===== config.mk =====
export PLATFORM = sky130hd
export DESIGN_NAME = imm_extender
export DESIGN_NICKNAME = d
export VERILOG_FILES = /design/src/rtl/imm_extender.sv
export SDC_FILE = /design/constraint.sdc
export NUM_CORES = 1
export LEC_CHECK = 0
export CAP_MARGIN = 40
export CORE_ASPECT_RATIO = 1.25
export CORE_MARGIN = 2
export CORE_UTILIZATION = 49
export CTS_BUF_LIST = sky130_fd_sc_hd__clkbuf_8
export DETAILED_ROUTE_END_ITERATION = 16
export GPL_TIMING_DRIVEN = 0
export PLACE_DENSITY = 0.93
export SETUP_SLACK_MARGIN = 0.3
export SLEW_MARGIN = 15
export SYNTH_ARGS = -nofsm -noshare
export SYNTH_HDL_FRONTEND = slang
export SYNTH_SLANG_ARGS = --single-unit

===== constraint.sdc =====
create_clock -name clk -period 3.2 [get_ports clk]
set_clock_uncertainty 0.1 [all_clocks]
set_input_delay 0.64 -clock clk [delete_from_list [all_inputs] [get_ports clk]]
set_output_delay 0.64 -clock clk [all_outputs]
set_load 0.01 [all_outputs]

===== src/rtl/imm_extender.sv =====
// rtl/imm_extender.sv - immediate extender: sign/zero/upper/word-offset widening with registered result
// Optional byte modes 5/6 are enabled by defining IMM_EXTENDER_BYTE_MODES_EN.
module imm_extender #(
  parameter int IN_W  = 16,
  parameter int OUT_W = 32
) (
  input  logic             clk,
  input  logic             rst_n,
  input  logic             in_vld,
  input  logic [2:0]       mode,
  input  logic [IN_W-1:0]  imm_in,
  output logic [OUT_W-1:0] ext_comb,
  output logic [OUT_W-1:0] ext_out,
  output logic             out_vld,
  output logic             mode_err
);

  localparam logic [2:0] MODE_SEXT     = 3'd0;
  localparam logic [2:0] MODE_ZEXT     = 3'd1;
  localparam logic [2:0] MODE_UPPER    = 3'd2;
  localparam logic [2:0] MODE_SEXT_SL2 = 3'd3;
  localparam logic [2:0] MODE_ZEXT_SL2 = 3'd4;
`ifdef IMM_EXTENDER_BYTE_MODES_EN
  localparam logic [2:0] MODE_SEXT_B   = 3'd5;
  localparam logic [2:0] MODE_ZEXT_B   = 3'd6;
`endif

  logic [OUT_W-1:0] sext_val;
  logic [OUT_W-1:0] zext_val;
  logic [OUT_W-1:0] upper_val;
  logic             comb_err;

  assign sext_val  = {{(OUT_W-IN_W){imm_in[IN_W-1]}}, imm_in};
  assign zext_val  = {{(OUT_W-IN_W){1'b0}}, imm_in};
  assign upper_val = {imm_in, {(OUT_W-IN_W){1'b0}}};

  // Unsupported codes still yield the sign-extended value so downstream sees a defined operand.
  always_comb begin
    ext_comb = sext_val;
    comb_err = 1'b0;
    case (mode)
      MODE_SEXT:     ext_comb = sext_val;
      MODE_ZEXT:     ext_comb = zext_val;
      MODE_UPPER:    ext_comb = upper_val;
      MODE_SEXT_SL2: ext_comb = sext_val << 2;
      MODE_ZEXT_SL2: ext_comb = zext_val << 2;
`ifdef IMM_EXTENDER_BYTE_MODES_EN
      MODE_SEXT_B:   ext_comb = {{(OUT_W-8){imm_in[7]}}, imm_in[7:0]};
      MODE_ZEXT_B:   ext_comb = {{(OUT_W-8){1'b0}}, imm_in[7:0]};
`endif
      default: begin
        ext_comb = sext_val;
        comb_err = 1'b1;
      end
    endcase
  end

  always_ff @(posedge clk) begin
    if (!rst_n) begin
      ext_out  <= '0;
      out_vld  <= 1'b0;
      mode_err <= 1'b0;
    end else if (in_vld) begin
      ext_out  <= ext_comb;
      out_vld  <= 1'b1;
      mode_err <= comb_err;
    end else begin
      out_vld  <= 1'b0;
    end
  end

endmodule


==> results.yml <==
sta:
  fin_crit_ns: 2.90
  slew_headroom: 0.622
  timing.fmax_mhz: 345
  setup_viol: 0
  finalCritPeriodShare: 0.906
  worstMarginPinSlew_ns: 0.567
  holdWs_ns: 0.389
  finalMaxSlewViolations: 0
  rsz0062_at_grt: "yes"
  finalHoldViolations: 0
global_routing:
  grt_pass1_wl_um: 11700
  first_global_vias: 2357
  grt.total_usage: 0.289
  antenna_found_initial: 0
  grt_max_degree: 12
  overflow: 0
worst_setup_path:
  worstSetupEndpoint: "ext_comb[18]"
  end_kind: "primary output"
  arrival_ns: 2.16
  critPathKind: "primary input to primary output"
  startpoint: "mode[1]"
  r2r_cells: 2
  critPathRequiredTime_ns: 2.46
  r2r_slack_ns: 2.34
  cp_max_fo: 10
  reg2reg_from: "ext_out[25]"
  cp-start-kind: "primary input"
  r2r_end: "ext_out[25]"
flow_run:
  maxCapViolations: 0
logic_synthesis:
  ys_seq_elements: 34
  synth_area_um2: 2220
  yosysWarnings: 0
  syn_inst: 267
  netlist-cell-type-count: 42
  avgSynthCellArea_um2: 8.32
  synth_nets: 289
  yosysSeqAreaShare: 0.306
power:
  p_per_area_nw_per_um2: 371
  power_uw: 1240
  p_leak_uw: 0.00143
  vdd_drop_max_v: 0.000222
route:
  drtIter0Drc: 263
  drc: 0
  dr.pass1.iters: 4
  vias: 2508
  viasPerCell: 5.90
  wl_per_cell_um: 17.5
  wl_um: 7430
  ant_nets: 0
placement:
  dp_hpwl_um: 5480
  portBuffers: 85
  gp_congestion: 0.969
floorplan:
  core_area_um2: 4390
  io_pins: 88
  die_y_um: 79.3
  dieArea_um2: 5090
  row_count: 27
  initial_core_util: 0.506
  chipWidth_um: 64.2
cts:
  hold_buffers: 0
  clockBufferDepth: 2
  cts_inserted_buffers: 5
  cts_tree: "done"
  clkTransAtPathRegs_ns: 0.08
  clock_latency_ns: 0.29
  clock-sinks: 34
  cts-htree-levels: 2
  cts_root_buf: "clkbuf_8"
cells_and_area:
  final_common_cell: "clkdlybuf4s50_1"
  nFillCells: 350
  layout_common_cells: "clkdlybuf4s50_1 (61), nand2_1 (42), dfxtp_1 (34)"
  antennaDiodeCount: 0
  fin_nets: 388
  syn_to_final_growth_pct: 50.5
  drive_gt1_frac: 0.180
min_path:
  min_path_type: "flop to flop"
run_status:
  status: "complete, no violations"
-- layout make-up --
class,instances,area [um2],area share
tap,58,72.6,0.0217
inverter,3,11.3,0.00337
sequential,34,681,0.204
multi-input combinational,202,1390,0.415
clock buffer,6,82.6,0.0247
buffer,28,210,0.0629
clock inverter,2,12.5,0.00374
timing repair buffer,92,886,0.265
-- through the flow --
stage,util,std cells,area [um2],setup slack (ns),TNS [ns]
4_1_cts,0.751,421,3300,0.301,0
3_3_place_gp,0.716,410,3150,-0.126,-1.68
6_report,0.762,425,3340,0.302,0
2_1_floorplan,-,267,2220,0.994,0
5_1_grt,0.762,425,3340,0.218,0
3_5_place_dp,0.716,410,3150,-0.139,-1.94
-- power by group --
| group | switching [uW] | internal (uW) |
|---|---|---|
| clock | 166 | 173 |
| sequential | 15.1 | 455 |
| combinational | 212 | 221 |
| total | 393 | 849 |
-- what timing repair did --
item                       in CTS  in global routing
gates cloned                    0                  0
resized for setup              42                  4
hold endpoints to repair        0                  0
setup buffers                   3                  4
setup endpoints to repair      32                 16
pin swaps                       2                  1
-- critical path: stages --
cell and delay, ns:
clkdlybuf4s15_2 0.26, nand2b_1 0.21, o221ai_4 0.30, buf_6 0.20
nand2_1 0.07, clkdlybuf4s50_1 0.48
-- cell families after synthesis --
family / Yosys count / share of synthesized area
buffers and inverters: 31 / 0.0867
multiplexers: 1 / 0.00450
AND/OR/NAND/NOR: 90 / 0.233
flip-flops: 34 / 0.306
XOR/XNOR: 2 / 0.00788
AO/OA/AOI/OAI: 109 / 0.362
-- registers in the layout, summed over array words and instances (netlist names) --
name and count:
mode_err 1, out_vld 1, ext_out 32
-- synthesized netlist by cell type --
library cell  count  area (um2)
nand2_1          42         158
dfxtp_1          34         681
o21ai_0          32         160
a31oi_1          28         175
nor2b_1          17         106
and3b_1          13         114
clkbuf_1         12        45.0
a21bo_2          10         100
a22oi_1           9        67.6
o31ai_2           7        87.6
buf_4             6        45.0
buf_6             5        56.3
buf_2             4        20.0
nand2b_1          4        25.0
nand3_1           4        20.0
a22o_1            3        26.3
a41oi_1           3        26.3
and3_1            3        18.8
inv_1             3        11.3
o31ai_1           3        22.5
a32oi_1           2        17.5
and4bb_2          2        25.0
o211a_1           2        20.0
a211oi_2          1        12.5
a21boi_0          1        7.51
a21boi_1          1        7.51
a221oi_1          1        8.76
a2bb2oi_1         1        8.76
and2_4            1        8.76
and2b_1           1        7.51
buf_8             1        15.0
mux2i_1           1        10.0
nand4bb_1         1        11.3
nor2_1            1        3.75
nor3b_4           1        18.8
o211ai_1          1        7.51
o21ai_1           1        5.00
o21bai_1          1        7.51
o221ai_4          1        26.3
o311a_1           1        10.0
xnor2_1           1        8.76
xor2_1            1        8.76
-- how the worst min path moves through the flow --
stage,from,to,slack (ns),cells after the start
final,mode_err,mode_err,0.39,2
after global routing,mode_err,mode_err,0.42,2
after CTS,mode_err,mode_err,0.39,2
after detailed placement,mode_err,mode_err,0.38,2
after global placement,mode_err,mode_err,0.36,2
after floorplan,mode_err,mode_err,0.40,2
-- per-layer routing --
metal  part of all wire  GRT usage
met1               0.39      0.352
met2               0.51      0.519
met3              0.075     0.0425
met4              0.019     0.0915
met5                  0          0
Power figures use the tool's default switching activity.
